**src/rtl/perm_cfg_sched_pkg.sv**
```systemverilog
// Shared definitions for the crossbar schedulers: scheduler state encoding
// and the lane-tag / control-word width derivations for a Benes network.
package perm_cfg_sched_pkg;

  typedef enum logic [0:0] {
    IDLE = 1'b0,
    RUN  = 1'b1
  } sched_state_t;

  // Bits needed to name one crossbar lane.
  function automatic int tag_width(input int size);
    return $clog2(size);
  endfunction

  // Control bits of a Benes network: 2*log2(size)-1 stages of size/2 switches.
  function automatic int ctrl_width(input int size);
    return (2 * $clog2(size) - 1) * size / 2;
  endfunction

endpackage

```
**src/rtl/perm_cfg_sched_rr_arbiter.sv**
```systemverilog
// Round-robin arbiter: grants the first active request strictly after ptr,
// wrapping around once. Purely combinational; the caller owns the pointer.
module rr_arbiter #(
  parameter int N  = 2,
  parameter int IW = (N > 1) ? $clog2(N) : 1
) (
  input  logic [N-1:0]  req,
  input  logic [IW-1:0] ptr,
  output logic [N-1:0]  gnt,
  output logic [IW-1:0] gnt_idx,
  output logic          gnt_any
);

  logic [IW-1:0] cand;

  // Walk the requesters starting just after ptr and take the first one found.
  always_comb begin
    gnt     = '0;
    gnt_idx = '0;
    gnt_any = 1'b0;
    cand    = '0;
    for (int k = 1; k <= N; k++) begin
      cand = IW'((int'(ptr) + k) % N);
      if (!gnt_any && req[cand]) begin
        gnt[cand] = 1'b1;
        gnt_idx   = cand;
        gnt_any   = 1'b1;
      end else begin
        gnt_any = gnt_any;
      end
    end
  end

endmodule

```
**src/rtl/perm_cfg_sched.sv**
```systemverilog
// Scheduler and configuration store for the Benes control-bit generator.
// Accepts one permutation job at a time, holds it on gen_perm for the whole
// generator latency, stores the result in a slot table and serves a
// registered control word for the selected slot.
module perm_cfg_sched
  import perm_cfg_sched_pkg::*;
#(
  parameter int  SIZE      = 32,
  parameter int  NUM_REQ   = 2,
  parameter int  NUM_SLOTS = 4,
  parameter int  GEN_LAT   = 2,
  localparam int TAGWIDTH  = tag_width(SIZE),
  localparam int BITWIDTH  = ctrl_width(SIZE),
  localparam int SLOTW     = $clog2(NUM_SLOTS),
  localparam int REQW      = (NUM_REQ > 1) ? $clog2(NUM_REQ) : 1,
  localparam int PERMW     = SIZE * TAGWIDTH
) (
  input  logic                       clk,
  input  logic                       rst,
  input  logic [NUM_REQ-1:0]         req_valid,
  output logic [NUM_REQ-1:0]         req_ready,
  input  logic [NUM_REQ*PERMW-1:0]   req_perm,
  input  logic [NUM_REQ*SLOTW-1:0]   req_slot,
  output logic [PERMW-1:0]           gen_perm,
  input  logic [BITWIDTH-1:0]        gen_ctrl,
  output logic                       done,
  output logic [REQW-1:0]            done_req,
  output logic [SLOTW-1:0]           done_slot,
  output logic                       busy,
  input  logic                       cfg_clear,
  output logic [NUM_SLOTS-1:0]       slot_valid,
  input  logic                       sel_en,
  input  logic [SLOTW-1:0]           sel_slot,
  output logic [BITWIDTH-1:0]        xbar_ctrl,
  output logic                       xbar_ctrl_valid
);

  localparam int CNTW = $clog2(GEN_LAT + 2);

  sched_state_t         state_r;
  sched_state_t         state_n;
  logic [CNTW-1:0]      cnt_r;
  logic [REQW-1:0]      rr_ptr_r;
  logic [PERMW-1:0]     perm_r;
  logic [SLOTW-1:0]     slot_r;
  logic [REQW-1:0]      req_r;
  logic [NUM_SLOTS-1:0] slot_valid_r;
  logic [NUM_SLOTS-1:0] slot_valid_n;
  logic                 done_r;
  logic [REQW-1:0]      done_req_r;
  logic [SLOTW-1:0]     done_slot_r;
  logic [BITWIDTH-1:0]  xbar_ctrl_r;
  logic                 xbar_ctrl_valid_r;
  logic [BITWIDTH-1:0]  table_r [NUM_SLOTS];

  logic [NUM_REQ-1:0]   gnt_s;
  logic [REQW-1:0]      gnt_idx_s;
  logic                 gnt_any_s;
  logic                 accept_s;
  logic                 capture_s;
  logic [PERMW-1:0]     acc_perm_s;
  logic [SLOTW-1:0]     acc_slot_s;

  rr_arbiter #(
    .N  (NUM_REQ),
    .IW (REQW)
  ) u_arb (
    .req     (req_valid),
    .ptr     (rr_ptr_r),
    .gnt     (gnt_s),
    .gnt_idx (gnt_idx_s),
    .gnt_any (gnt_any_s)
  );

  // Next-state and handshake decode; ready is forced low while reset is applied.
  always_comb begin
    state_n   = state_r;
    accept_s  = 1'b0;
    capture_s = 1'b0;
    req_ready = '0;
    case (state_r)
      IDLE: begin
        if (!rst && gnt_any_s) begin
          req_ready = gnt_s;
          accept_s  = 1'b1;
          state_n   = RUN;
        end else begin
          state_n = IDLE;
        end
      end
      RUN: begin
        if (!rst && (cnt_r == CNTW'(GEN_LAT))) begin
          capture_s = 1'b1;
          state_n   = IDLE;
        end else begin
          state_n = RUN;
        end
      end
      default: begin
        state_n = IDLE;
      end
    endcase
  end

  // One-hot mux of the granted requester's permutation and slot.
  always_comb begin
    acc_perm_s = '0;
    acc_slot_s = '0;
    for (int i = 0; i < NUM_REQ; i++) begin
      if (gnt_s[i]) begin
        acc_perm_s = acc_perm_s | req_perm[i*PERMW +: PERMW];
        acc_slot_s = acc_slot_s | req_slot[i*SLOTW +: SLOTW];
      end else begin
        acc_perm_s = acc_perm_s;
      end
    end
  end

  // Slot-valid update: clear-all first, then the accepted slot is invalidated,
  // and a capture sets its own bit last so it wins over a simultaneous clear.
  always_comb begin
    slot_valid_n = slot_valid_r;
    if (cfg_clear) begin
      slot_valid_n = '0;
    end else begin
      slot_valid_n = slot_valid_n;
    end
    if (accept_s) begin
      slot_valid_n[acc_slot_s] = 1'b0;
    end else begin
      slot_valid_n = slot_valid_n;
    end
    if (capture_s) begin
      slot_valid_n[slot_r] = 1'b1;
    end else begin
      slot_valid_n = slot_valid_n;
    end
  end

  // Control registers: FSM state, job latch, latency counter, status and read port.
  always_ff @(posedge clk) begin
    if (rst) begin
      state_r           <= IDLE;
      cnt_r             <= '0;
      rr_ptr_r          <= REQW'(NUM_REQ - 1);
      perm_r            <= '0;
      slot_r            <= '0;
      req_r             <= '0;
      slot_valid_r      <= '0;
      done_r            <= 1'b0;
      done_req_r        <= '0;
      done_slot_r       <= '0;
      xbar_ctrl_r       <= '0;
      xbar_ctrl_valid_r <= 1'b0;
    end else begin
      state_r      <= state_n;
      slot_valid_r <= slot_valid_n;
      done_r       <= capture_s;
      if (accept_s) begin
        perm_r   <= acc_perm_s;
        slot_r   <= acc_slot_s;
        req_r    <= gnt_idx_s;
        rr_ptr_r <= gnt_idx_s;
        cnt_r    <= '0;
      end else if (state_r == RUN) begin
        cnt_r <= cnt_r + CNTW'(1);
      end
      if (capture_s) begin
        done_req_r  <= req_r;
        done_slot_r <= slot_r;
      end
      if (sel_en) begin
        xbar_ctrl_r       <= table_r[sel_slot];
        xbar_ctrl_valid_r <= slot_valid_r[sel_slot];
      end
    end
  end

  // Configuration table: written only at the capture edge, never reset.
  always_ff @(posedge clk) begin
    if (capture_s) begin
      table_r[slot_r] <= gen_ctrl;
    end
  end

  assign gen_perm        = perm_r;
  assign done            = done_r;
  assign done_req        = done_req_r;
  assign done_slot       = done_slot_r;
  assign busy            = (state_r != IDLE);
  assign slot_valid      = slot_valid_r;
  assign xbar_ctrl       = xbar_ctrl_r;
  assign xbar_ctrl_valid = xbar_ctrl_valid_r;

endmodule

```
**config.mk**
```make
export PLATFORM = sky130hd
export DESIGN_NAME = perm_cfg_sched
export DESIGN_NICKNAME = d
export VERILOG_FILES = /design/src/rtl/perm_cfg_sched_pkg.sv /design/src/rtl/perm_cfg_sched_rr_arbiter.sv /design/src/rtl/perm_cfg_sched.sv
export SDC_FILE = /design/constraint.sdc
export NUM_CORES = 1
export LEC_CHECK = 0
export ABC_AREA = 1
export CORE_AREA = 5 5 304 306
export CTS_CLUSTER_DIAMETER = 100
export CTS_CLUSTER_SIZE = 16
export DETAILED_ROUTE_END_ITERATION = 7
export DIE_AREA = 0 0 309 311
export GPL_ROUTABILITY_DRIVEN = 1
export MAX_ROUTING_LAYER = met4
export PLACE_DENSITY = 0.7
export SLEW_MARGIN = 0
export SYNTH_ARGS = -nofsm -noshare
export SYNTH_HDL_FRONTEND = slang
export SYNTH_SLANG_ARGS = --single-unit
```
**constraint.sdc**
```tcl
create_clock -name clk -period 30.5 [get_ports clk]
set_input_delay 3.05 -clock clk [delete_from_list [all_inputs] [get_ports clk]]
set_output_delay 3.05 -clock clk [all_outputs]
set_load 0.02 [all_outputs]
```
After elaboration in Yosys (flattened, before gate mapping)
Memory sizes are Yosys's and may differ from the RTL's. A register that Yosys moved wholly into a read port is not among the register bits.
Cells that the tools add are included.
- register bits: 176
- bits in writable memories: 576
- input port bits: 476
- output and inout bits: 316
- word-level logic and storage cells: 79
- memories: 1
- add/subtract/negate cells: 3
- $lt $le $gt $ge: 9
- equal/unequal tests: 1
- muxes and demuxes: 37
- bitwise logic cells: 7
- reductions and logical operators: 10
- memory list (memory ; words ; bits a word ; read ports ; clocked after Yosys merged registers in ; wr ports ; RTL line ; source):
    table_r ; 4 ; 144 ; 1 ; 1 ; 1 ; perm_cfg_sched.sv:54 ; logic [BITWIDTH-1:0] table_r [NUM_SLOTS];
- operator list (cell ; count):
    160-bit two-way mux ; 2
    160-bit bitwise OR ; 1
    1-bit two-way mux ; 20
    2-bit two-way mux ; 6
    4-bit two-way mux ; 3
    2-bit by 3-bit < comparator with 1-bit output (second input constant) ; 3
    1-bit logical AND ; 7
    4-bit AND ; 1
    1-bit demux with 2-bit select ; 2
    2-bit by 1-bit >= comparator with 1-bit output (second input constant) ; 2
    1-bit by 2-bit < comparator with 1-bit output (second input constant) ; 2
    4-bit NOT ; 1
    2-bit bitwise OR ; 2
    4-bit bitwise OR ; 1
    1-bit adder (second input constant) ; 2
    2-bit by 1-bit adder with 2-bit output (second input constant) ; 1
    1-bit binary-select mux with 2-bit select ; 1
    1-bit demux with 1-bit select ; 2
    2-bit == test (second input constant) ; 1
    1-bit >= comparator (second input constant) ; 2
    1-bit logical NOT ; 2
    1-bit case mux with 2 select lines ; 1
    2-bit OR reduction ; 1
    1-bit NOT ; 1

Depth between registers and ports, before layout
Gate-level depths: netlist (run 1).
- depth in word-level cells: 20
- gate-level depth with buffers: 8
- mapped depth without buffers: 8

Modules after synthesis
From an unflattened synthesis (run 1), not the netlist that was laid out.
- cells, all modules: 3732
- area, all modules: 35545.3 um2
- by module, submodules not included (module ; instances ; cells each ; area an instance (um2) ; seq. area each (um2)):
    perm_cfg_sched ; 1 ; 3725 ; 35514.1 ; 23702.7
    rr_arbiter ; 1 ; 7 ; 31.3 ; 0.0

Worst setup path after synthesis (run 1)
OpenSTA, ideal clock, no wires.
- kind: input to register
- from: input port rst
- to: memory table_r[3][0] (netlist bit) (enable)
- setup time: 826 ps
- arrival: 13124 ps
- required time: 29674 ps
- slack: 16550 ps
- stages: 3
- buffers on the path: 0
- cell sequence: inv_2 -> nand3_1 -> nor3_1
- cells in the longest elaborated chain, start to end: 6
- ends and longest elaborated chain (what ; RTL line ; source):
    from (decl) ; perm_cfg_sched.sv:19 ; input logic rst,
    1-bit logical NOT ; perm_cfg_sched.sv:92 ; if (!rst && (cnt_r == CNTW'(GEN_LAT))) begin
    1-bit logical AND ; perm_cfg_sched.sv:92 ;
    1-bit two-way mux ; perm_cfg_sched.sv:92 ;
    1-bit two-way mux ; perm_cfg_sched.sv:81 ; case (state_r)
    1-bit two-way mux ; perm_cfg_sched.sv:181 ; if (capture_s) begin
    1-bit two-way mux (not written as such) ; perm_cfg_sched.sv:182 ; table_r[slot_r] <= gen_ctrl;
    to (decl) ; perm_cfg_sched.sv:54 ;
Every way passes these cells.

Worst setup path in the final report (run 1)
- from: input port rst
- to: output port req_ready[0]
- cells in the longest elaborated chain, start to end: 4
- ends and longest elaborated chain (what ; RTL line ; source):
    1-bit logical NOT ; perm_cfg_sched.sv:83 ; if (!rst && gnt_any_s) begin
    1-bit logical AND ; perm_cfg_sched.sv:83 ;
    2-bit two-way mux ; perm_cfg_sched.sv:83 ;
    2-bit two-way mux ; perm_cfg_sched.sv:81 ;
    to (decl) ; perm_cfg_sched.sv:21 ; output logic [NUM_REQ-1:0] req_ready,
Every way passes these cells.

==> flow_metrics.env, run 1 <==
export IMPL_synth_enable_flop_cells=576
export IMPL_r2r_start="rr_ptr_r$_SDFFE_PP1N_"
export IMPL_route_detailed_vias_per_inst=5.09
export IMPL_synth_net_count=3606
export IMPL_std_cell_rows=110
export IMPL_synth_warnings=0
export IMPL_ioPinCount=792
export IMPL_max_clock_path_buffers=3
export IMPL_setup_viol=0
export IMPL_setup_tns_ns=0
export IMPL_grt_max_degree=188
export IMPL_post_dp_hpwl_mm=81.4
export IMPL_grt_pass1_vias=24100
export IMPL_seq_area_frac_synth_pct=70.6
export IMPL_cp_max_fo=87
export IMPL_synth_area_leaders="edfxtp_1, dfxtp_1, nor2_1"
export IMPL_cts_htree_levels=3
export IMPL_setup_repair_after_global_routing_missed_its_margin="false"
export IMPL_cts_repair_resized=0
export IMPL_timing_clock_skew_ns=0.0234
export IMPL_dieArea_um2=96100
export IMPL_post_route_period_util_pct=24.9
export IMPL_drt_antenna_violating_nets=0
export IMPL_cp_data_arrival_time_ns=4.55
export IMPL_hold_class="register to register"
export IMPL_first_pass_iters=6
export IMPL_layout_nets=4278
export IMPL_detail_route_wl_per_cell_um=23.9
export IMPL_die_w_um=309
export IMPL_power_density_of_the_placed_cells_nw_per_um2=56.7
export IMPL_clk_insertion_delay_late_ns=0.61
export IMPL_tritoncts_clock_tree="yes"
export IMPL_area_growth_pct=32.4
export IMPL_die_height_um=311
export IMPL_critical_path_endpoint_type="primary output"
export IMPL_detailroute_via_count=25900
export IMPL_clk_root_buffer_cell="clkbuf_16"
export IMPL_buffer_ports_inserted=791
export IMPL_clock_fmax_ghz=0.132
export IMPL_critPathLaunch="rst"
export IMPL_max_slew_margin_rel_pct=21.7
export IMPL_numClockSinks=896
export IMPL_leak_pwr_nw=15.5
export IMPL_share_of_the_synthesized_area_in_the_top_cell_type_pct=51.5
export IMPL_number_of_violations_reported_at_the_end_of_detailed_routing_iteration_0=2189
export IMPL_fp_coreArea_um2=89300
export IMPL_count_of_hold_buffers_inserted_by_post_cts_repair=0
export IMPL_r2r_setup_slack_ns=27.66
export IMPL_layout_drive_gt1_share_pct=3.14
export IMPL_synth_commonest_cells="nor2_1, edfxtp_1, nand2_1, o21ai_0, dfxtp_1"
export IMPL_slew_viol_final=0
export IMPL_worst_pin_slew_ns=1.17
export IMPL_final_weighted_congestion_of_routability_driven_global_placement=0.966
export IMPL_clk_pin_slew_worst_paths_ns=0.08
export IMPL_drv_cap=0
export IMPL_critPathLaunchType="input pin"
export IMPL_netlist_area_um2=33600
export IMPL_syn_avg_cell_area_um2=10.7
export IMPL_yosys_cell_count_top_type="nor2_1"
export IMPL_setup_worst_path_class="input pin to primary output"
export IMPL_global_route_overflow_total=0
export IMPL_cts_repair_timing_setup_buffer_count=0
export IMPL_routed_wl_mm=122
export IMPL_number_of_buffers_created_by_cts=67
export IMPL_yosys_most_used_dff="edfxtp_1"
export IMPL_report_final_hold_viol_count=0
export IMPL_yosys_register_bits=896
export IMPL_ys_types=27
export IMPL_fillers=7934
export IMPL_detail_route_drc_violations=0
export IMPL_hold_path_startpoint="cnt_r[0]$_SDFFE_PP0P_"
export IMPL_holdWs_ns=0.467
export IMPL_floorplan_initialDensity_pct=37.6
export IMPL_async_flop_share_pct=0
export IMPL_post_synth_top_area_cell="edfxtp_1"
export IMPL_grt_first_pass_wirelength_mm=170
export IMPL_gr_usage_all_layers_pct=24.7
export IMPL_syn_instance_count=3129
export IMPL_grt_antenna_before_repair=71
export IMPL_layout_min_cycle_time_ns=7.60
export IMPL_outcome="complete, no violations"
export IMPL_vdd_ir_drop_worst_v=0.0000426
export IMPL_timing_critical_path_required_ns=27.45
==> logic make-up after synthesis <==
| kind of cell | after synthesis | share of synthesized area, % |
|---|---|---|
| compound gates | 755 | 12.4 |
| simple gates | 1098 | 12.4 |
| buf+inv | 379 | 4.56 |
| fa+ha+maj | 1 | 0.0372 |
| flops | 896 | 70.6 |
==> flip-flops by register name (all words and copies together) (netlist names) <==
register         flops
busy                 1
cnt_r                2
done                 1
done_req             1
done_slot            2
gen_perm           160
req_r                1
rr_ptr_r             1
slot_r               2
slot_valid           4
table_r            576
xbar_ctrl          144
xbar_ctrl_valid      1
==> final cells by class <==
| type | count | area, µm² | share of cell area, % |
|---|---|---|---|
| clock inverter | 8 | 146 | 0.329 |
| multi-input combinational | 1854 | 8360 | 18.8 |
| timing repair buffer | 815 | 8130 | 18.3 |
| sequential | 896 | 23700 | 53.3 |
| tap | 1176 | 1470 | 3.31 |
| inverter | 167 | 654 | 1.47 |
| antenna | 57 | 143 | 0.321 |
| clock buffer | 109 | 1880 | 4.22 |
==> cells in the final DEF (no fill, tap or decap), types with 2 or more instances in the layout <==
master           count
nand2_1            491
nor2_1             585
o21ai_1             58
o22ai_1            146
clkbuf_16           68
nor2_4               2
clkinv_16            2
edfxtp_1           576
buf_4               24
inv_1              159
clkbuf_1            39
a31oi_1            157
clkdlybuf4s50_1    787
inv_6                5
o21ai_0            380
buf_12               2
a22oi_1              3
a21oi_1              9
diode_2             57
inv_4                2
clkinv_8             2
inv_2                2
nand3_1             15
clkbuf_8             3
nor3_2               2
dfxtp_1            320
==> routing by layer <==
layer,up-vias,GRT usage (%),share of wire [%]
met1,12500,26.3,35
li1,12200,-,-
met4,0,16.5,6.5
met5,-,-,0
met3,234,6.01,7.1
met2,920,40.7,51
==> power breakdown <==
part | switching [mW] | total, mW | leakage, nW | internal (mW)
clock network | 0.431 | 0.861 | 0.962 | 0.430
logic | 0.175 | 0.317 | 6.76 | 0.142
registers | 0.0213 | 1.34 | 7.81 | 1.32
==> worst max-delay path: stages <==
cell	delay, ns
buf_8	0.43
inv_2	0.24
nand2_4	0.17
nor2_4	0.06
clkdlybuf4s50_1	0.53
==> path summary, 6_finish.rpt <==
| check | end | cells past startpoint |
|---|---|---|
| max | req_ready[0] | 5 |
| min | cnt_r[0]$_SDFFE_PP0P_ | 2 |
| max reg2reg | gen_perm[100]$_SDFFE_PP0N_ | 8 |
| min reg2reg | cnt_r[0]$_SDFFE_PP0P_ | 2 |
==> metrics by stage <==
step	power, mW	instance area [µm²]	instances	worst slack, ns	util (%)
6_report	2.52	44500	5082	22.90	49.8
5_1_grt	2.62	44500	5081	22.83	49.8
4_1_cts	2.54	44300	5025	22.90	49.6
3_5_place_dp	1.69	42300	4908	22.89	47.4
3_3_place_gp	1.68	42300	4908	22.90	47.4
2_1_floorplan	1.51	33600	3129	16.55	-
Note: power is estimated with default switching activity, not from simulation.
==> run 2: changes to the inputs <==
--- a/config.mk
+++ b/config.mk
@@ -6,14 +6,14 @@
 export NUM_CORES = 1
 export LEC_CHECK = 0
 export ABC_AREA = 1
-export CORE_AREA = 5 5 304 306
+export CORE_AREA = 5 5 307 309
 export CTS_CLUSTER_DIAMETER = 100
 export CTS_CLUSTER_SIZE = 16
 export DETAILED_ROUTE_END_ITERATION = 7
-export DIE_AREA = 0 0 309 311
+export DIE_AREA = 0 0 312 314
 export GPL_ROUTABILITY_DRIVEN = 1
 export MAX_ROUTING_LAYER = met4
-export PLACE_DENSITY = 0.7
+export PLACE_DENSITY = 0.69
 export SLEW_MARGIN = 0
 export SYNTH_ARGS = -nofsm -noshare
 export SYNTH_HDL_FRONTEND = slang
==> constraint.sdc (replaced) <==
create_clock -name clk -period 7.57 [get_ports clk]
set_input_delay 0.757 -clock clk [delete_from_list [all_inputs] [get_ports clk]]
set_output_delay 0.757 -clock clk [all_outputs]
set_load 0.02 [all_outputs]
==> run 2 against run 1 <==
Sequential share of layout area about the same. Sequential cell count unchanged. Critical path depth increased by 1. Worst setup slack got worse by 19 ns. Largest power group unchanged. Final cell count about the same.
==> flow_metrics.env, run 2 (synthesis results as in run 1) <==
export IMPL_outcome="complete, no violations"
export IMPL_buffer_ports_inserted=791
export IMPL_number_of_buffers_created_by_cts=68
export IMPL_mostFrequentLayoutCell="clkdlybuf4s50_1"
export IMPL_cp_slowest_cell="clkdlybuf4s50_1"
export IMPL_detail_route_drc_violations=0
export IMPL_cp_max_fo=74
export IMPL_sequential_cell_area_um2=23700
export IMPL_first_pass_iters=7
export IMPL_grt_first_pass_wirelength_mm=172
export IMPL_numClockSinks=896
export IMPL_vdd_ir_drop_worst_v=0.000167
export IMPL_cp_data_arrival_time_ns=2.95
export IMPL_drt_antenna_violating_nets=0
export IMPL_power_switching_mw=2.54
export IMPL_pwr_share_seq_pct=53.2
export IMPL_clock_fmax_ghz=0.270
export IMPL_final_critical_path_setup_slack_ns=3.86
export IMPL_max_clock_path_buffers=3
export IMPL_cts_htree_levels=3
export IMPL_setup_worst_path_class="input pin to primary output"
export IMPL_dpl_cell_count=4918
export IMPL_global_route_overflow_total=0
export IMPL_finalCoreUtilization_pct=48.9
export IMPL_clk_root_buffer_cell="clkbuf_16"
export IMPL_report_final_hold_viol_count=0
export IMPL_route_detailed_vias_per_inst=5.11
export IMPL_setup_tns_ns=0
export IMPL_layout_drive_gt1_share_pct=3.19
export IMPL_power_density_of_the_placed_cells_nw_per_um2=229
export IMPL_max_slew_margin_rel_pct=13.1
export IMPL_intPower_mw=7.64
export IMPL_timing_critical_path_required_ns=6.81
export IMPL_max_flop_register="table_r"
export IMPL_detail_route_wl_per_cell_um=23.8
export IMPL_die_w_um=312
export IMPL_power_combinational_fraction_pct=12.5
export IMPL_gr_usage_all_layers_pct=24.3
export IMPL_most_common_layout_cells="clkdlybuf4s50_1, nor2_1, edfxtp_1"
export IMPL_multiInputGateArea_um2=8360
export IMPL_std_cell_rows=111
export IMPL_count_of_hold_buffers_inserted_by_post_cts_repair=0
export IMPL_slew_viol_final=0
export IMPL_number_of_violations_reported_at_the_end_of_detailed_routing_iteration_0=2026
export IMPL_timing_clock_skew_ns=0.0227
export IMPL_dieArea_um2=98000
export IMPL_clk_insertion_delay_late_ns=0.62
export IMPL_setup_repair_after_global_routing_missed_its_margin="false"
export IMPL_setup_viol=0
export IMPL_routed_wl_mm=121
export IMPL_preCtsSetupSlack_ns=3.71
export IMPL_tritoncts_clock_tree="yes"
export IMPL_area_growth_pct=32.5
export IMPL_critical_path_endpoint_type="primary output"
export IMPL_critical_path_n_buffers_inverters=3
export IMPL_grt_pass1_vias=24900
export IMPL_layout_min_cycle_time_ns=3.71
export IMPL_grt_antenna_before_repair=60
export IMPL_leak_pwr_nw=15.5
export IMPL_cts_repair_resized=0
export IMPL_fp_coreArea_um2=91100
export IMPL_cts_repair_timing_setup_buffer_count=0
export IMPL_hold_class="register to register"
export IMPL_critical_path_cell_chain="clkdlybuf4s50_1 -> nand2_1 -> nand2_1 -> nor2_4 -> buf_4 -> clkdlybuf4s50_1"
export IMPL_post_route_period_util_pct=49.0
export IMPL_finalNonFillerCells=5085
export IMPL_critPathLaunchType="input pin"
export IMPL_detailroute_via_count=26000
export IMPL_cpPeakStageDelay_ns=0.75
export IMPL_final_weighted_congestion_of_routability_driven_global_placement=0.988
export IMPL_floorplan_initialDensity_pct=36.9
export IMPL_p_sw_share_pct=24.9
export IMPL_worst_pin_slew_ns=1.30
export IMPL_layout_nets=4279
export IMPL_fillers=8179
export IMPL_post_dp_hpwl_mm=82.1
export IMPL_clk_pin_slew_worst_paths_ns=0.07
export IMPL_crit_family="buffers and inverters"
export IMPL_drv_cap=0
export IMPL_power_clock_fraction_pct=34.3
export IMPL_ioPinCount=792
export IMPL_grt_max_degree=192
export IMPL_largest_reg_flops=576
export IMPL_die_height_um=314
==> run 2: path summary, 6_finish.rpt <==
check | start | to | slack (ns) | cells past startpoint
max | req_valid[1] | req_ready[0] | 3.86 | 6
min | req_r$_SDFFE_PP0N_ | done_req$_SDFFE_PP0P_ | 0.46 | 2
max reg2reg | cnt_r[0]$_SDFFE_PP0P_ | table_r[2][103]$_DFFE_PP_ | 4.57 | 7
min reg2reg | req_r$_SDFFE_PP0N_ | done_req$_SDFFE_PP0P_ | 0.46 | 2
==> run 2: power groups by stage <==
stage	Clock (mW)	Sequential, mW	Combinational [mW]
floorplan	0	5.65	0.414
global route	3.78	5.43	1.37
finish	3.50	5.41	1.27
detailed placement	0	5.52	1.28
global placement	0	5.52	1.26
CTS	3.59	5.41	1.28
==> run 2: stage by stage <==
step           area (µm²)  hold slack [ns]  power (mW)
4_1_cts             44400            0.468        10.3
5_1_grt             44500            0.496        10.6
3_5_place_dp        42300            0.455        6.80
6_report            44500            0.459        10.2
3_3_place_gp        42300            0.448        6.79
2_1_floorplan       33600            0.427        6.07
==> run 2: tightest hold or removal path, cell delays in order, from the launching register on <==
cell and delay, ns:
dfxtp_1 0.31, nand2_1 0.06, nand2_1 0.04
==> run 2: layout make-up <==
type	count	area share (%)
diodes	49	0.275
clock buffers	108	4.23
clock inverters	10	0.365
inverters	167	1.47
multi-input cells	1854	18.8
flip-flops and latches	896	53.3
well taps	1186	3.33
repair buffers	815	18.3
==> run 2: metal layers <==
layer  share of wire [%]  track usage, %  vias up
met2                  52            41.8      907
met4                 5.9            13.9        0
met5                   0               -        -
met3                 6.5            5.57      239
met1                  36            25.9    12600
li1                    -               -    12200
==> run 3: changes to the inputs <==
==> constraint.sdc (replaced) <==
create_clock -name clk -period 3.7 [get_ports clk]
set_input_delay 0.37 -clock clk [delete_from_list [all_inputs] [get_ports clk]]
set_output_delay 0.37 -clock clk [all_outputs]
set_load 0.02 [all_outputs]
==> run 3 against run 2 <==
Register-to-register slack worse by 3.2 ns. Wire length fell by 0.92%. Clock power up 100%. Worst setup slack lost 2.7 ns. Via count up 0.12%. Final area up 0.60%. First-iteration DRC count is 16% higher. Combinational power is 110% higher. Count of clock-buffer cells in the layout shrank 1. Critical endpoint is now req_ready[1]. Largest cell class unchanged. Largest power group unchanged. Highest routed layer unchanged.
==> flow_metrics.env, run 3 (synthesis results as in run 1) <==
export IMPL_outcome="complete, no violations"
export IMPL_final_weighted_congestion_of_routability_driven_global_placement=0.943
export IMPL_clk_insertion_delay_late_ns=0.62
export IMPL_std_cell_rows=111
export IMPL_mostFrequentLayoutCell="clkdlybuf4s50_1"
export IMPL_cp_data_arrival_time_ns=2.18
export IMPL_clk_root_buffer_cell="clkbuf_16"
export IMPL_global_route_overflow_total=0
export IMPL_max_flop_register="table_r"
export IMPL_area_growth_pct=33.3
export IMPL_post_dp_hpwl_mm=82.4
export IMPL_most_common_layout_cells="clkdlybuf4s50_1, nor2_1, edfxtp_1"
export IMPL_floorplan_initialDensity_pct=36.9
export IMPL_met3RoutedLength_mm=7.35
export IMPL_critical_path_endpoint_type="primary output"
export IMPL_die_w_um=312
export IMPL_worst_pin_slew_ns=0.970
export IMPL_setup_viol=0
export IMPL_drt_antenna_violating_nets=0
export IMPL_clk_pin_slew_worst_paths_ns=0.07
export IMPL_routed_wl_mm=120
export IMPL_report_final_hold_viol_count=0
export IMPL_detail_route_wl_per_cell_um=23.6
export IMPL_drv_cap=0
export IMPL_cp_max_fo=15
export IMPL_detail_route_drc_violations=0
export IMPL_hold_class="input pin to register"
export IMPL_layout_drive_gt1_share_pct=3.55
export IMPL_fp_coreArea_um2=91100
export IMPL_vdd_ir_drop_worst_v=0.000516
export IMPL_setup_worst_path_class="register to primary output"
export IMPL_power_density_of_the_placed_cells_nw_per_um2=465
export IMPL_maxUsedRoutingLayer="met4"
export IMPL_leak_pwr_nw=15.7
export IMPL_fillers=8118
export IMPL_r2r_setup_slack_ns=1.42
export IMPL_ioPinCount=792
export IMPL_grt_antenna_before_repair=62
export IMPL_detailroute_via_count=26000
export IMPL_gr_usage_all_layers_pct=24.1
export IMPL_holdWs_ns=0.124
export IMPL_r2r_worst_path_depth=7
export IMPL_critPathLaunchType="register"
export IMPL_timing_critical_path_required_ns=3.33
export IMPL_min_path_cells=2
export IMPL_post_route_period_util_pct=69.0
export IMPL_buffer_ports_inserted=791
export IMPL_cpPeakStageDelay_ns=0.67
export IMPL_clock_fmax_ghz=0.392
export IMPL_routedLengthMet1_mm=42.9
export IMPL_setup_tns_ns=0
export IMPL_cts_repair_timing_setup_buffer_count=0
export IMPL_slew_viol_final=0
export IMPL_route_detailed_vias_per_inst=5.11
export IMPL_layout_cell_area_non_filler_um2=44800
export IMPL_numClockSinks=896
export IMPL_cts_htree_levels=3
export IMPL_die_height_um=314
export IMPL_met2_wire_len_mm=63.8
export IMPL_max_clock_path_buffers=3
export IMPL_cts_repair_resized=0
export IMPL_final_critical_path_setup_slack_ns=1.15
export IMPL_preCtsSetupSlack_ns=1.14
export IMPL_layout_min_cycle_time_ns=2.55
export IMPL_count_of_hold_buffers_inserted_by_post_cts_repair=0
export IMPL_grt_pass1_vias=24400
export IMPL_grt_max_degree=169
export IMPL_max_slew_margin_rel_pct=35.3
export IMPL_critical_path_cell_chain="inv_2 -> nand2_4 -> nor2_4 -> buf_4 -> clkdlybuf4s50_1"
export IMPL_grt_first_pass_wirelength_mm=171
export IMPL_setup_repair_after_global_routing_missed_its_margin="false"
export IMPL_first_pass_iters=5
export IMPL_dieArea_um2=98000
export IMPL_tritoncts_clock_tree="yes"
export IMPL_dpl_instance_area_um2=42700
export IMPL_layout_nets=4288
export IMPL_cp_slowest_cell="clkdlybuf4s50_1"
export IMPL_timing_clock_skew_ns=0.0278
export IMPL_number_of_violations_reported_at_the_end_of_detailed_routing_iteration_0=2341
export IMPL_number_of_buffers_created_by_cts=67
export IMPL_largest_reg_flops=576
## run 3: changes by cell type in the layout (fill, tap and decap cells not counted), moves of 2 or more
cell        previous run  this run
nor3_4                 0         2
clkinvlp_4             0         2
buf_4                 23        17
inv_6                  4         2
dfxtp_1              320       317
nor3_2                 2         0
diode_2               49        37
dfxtp_2                0         3
inv_16                 1         3
buf_12                 3        19
clkbuf_16             69        67
## run 3: path summary, 6_finish.rpt
check                   startpoint                        end
min reg2reg     req_r$_SDFFE_PP0N_      done_req$_SDFFE_PP0P_
max                busy$_SDFF_PP0_               req_ready[1]
min                            rst   slot_valid[3]$_SDFF_PP0_
max reg2reg  cnt_r[0]$_SDFFE_PP0P_  table_r[2][115]$_DFFE_PP_
## run 3: routing by layer
metal / vias up / track usage (%)
li1: 12200 / -
met1: 12600 / 26.3
met2: 945 / 42.8
met3: 216 / 4.51
met4: 0 / 11.1
met5: - / -
## run 3: critical path, delay by kind of cell, from the launching register on
| kind | cells | cell delay, ns |
|---|---|---|
| flops | 1 | 0.36 |
| simple gates | 2 | 0.19 |
| buf+inv | 3 | 1.01 |
## run 3: per-stage QoR
stage	total power, mW	instances	utilization, %
after global routing	21.6	5081	49.1
after global placement	13.9	4928	46.8
final	20.8	5082	49.1
after floorplan	12.4	3129	-
after CTS	21.0	5045	49.0
after detailed placement	13.9	4928	46.8
## run 3: final cells by class
cell class                 count  area [µm²]  share of cell area (%)
clock inverter                10         189                   0.422
tap                         1186        1480                    3.31
antenna                       37        92.6                   0.207
clock buffer                 107        1840                    4.10
timing repair buffer         825        8410                    18.8
multi-input combinational   1854        8400                    18.8
sequential                   896       23700                    52.9
inverter                     167         654                    1.46
## run 3: where the power goes
group	internal, mW	switching, mW	total [mW]	leakage [nW]
sequential	10.9	0.190	11.1	7.81
combinational	1.19	1.43	2.62	6.88
clock	3.51	3.61	7.12	0.963
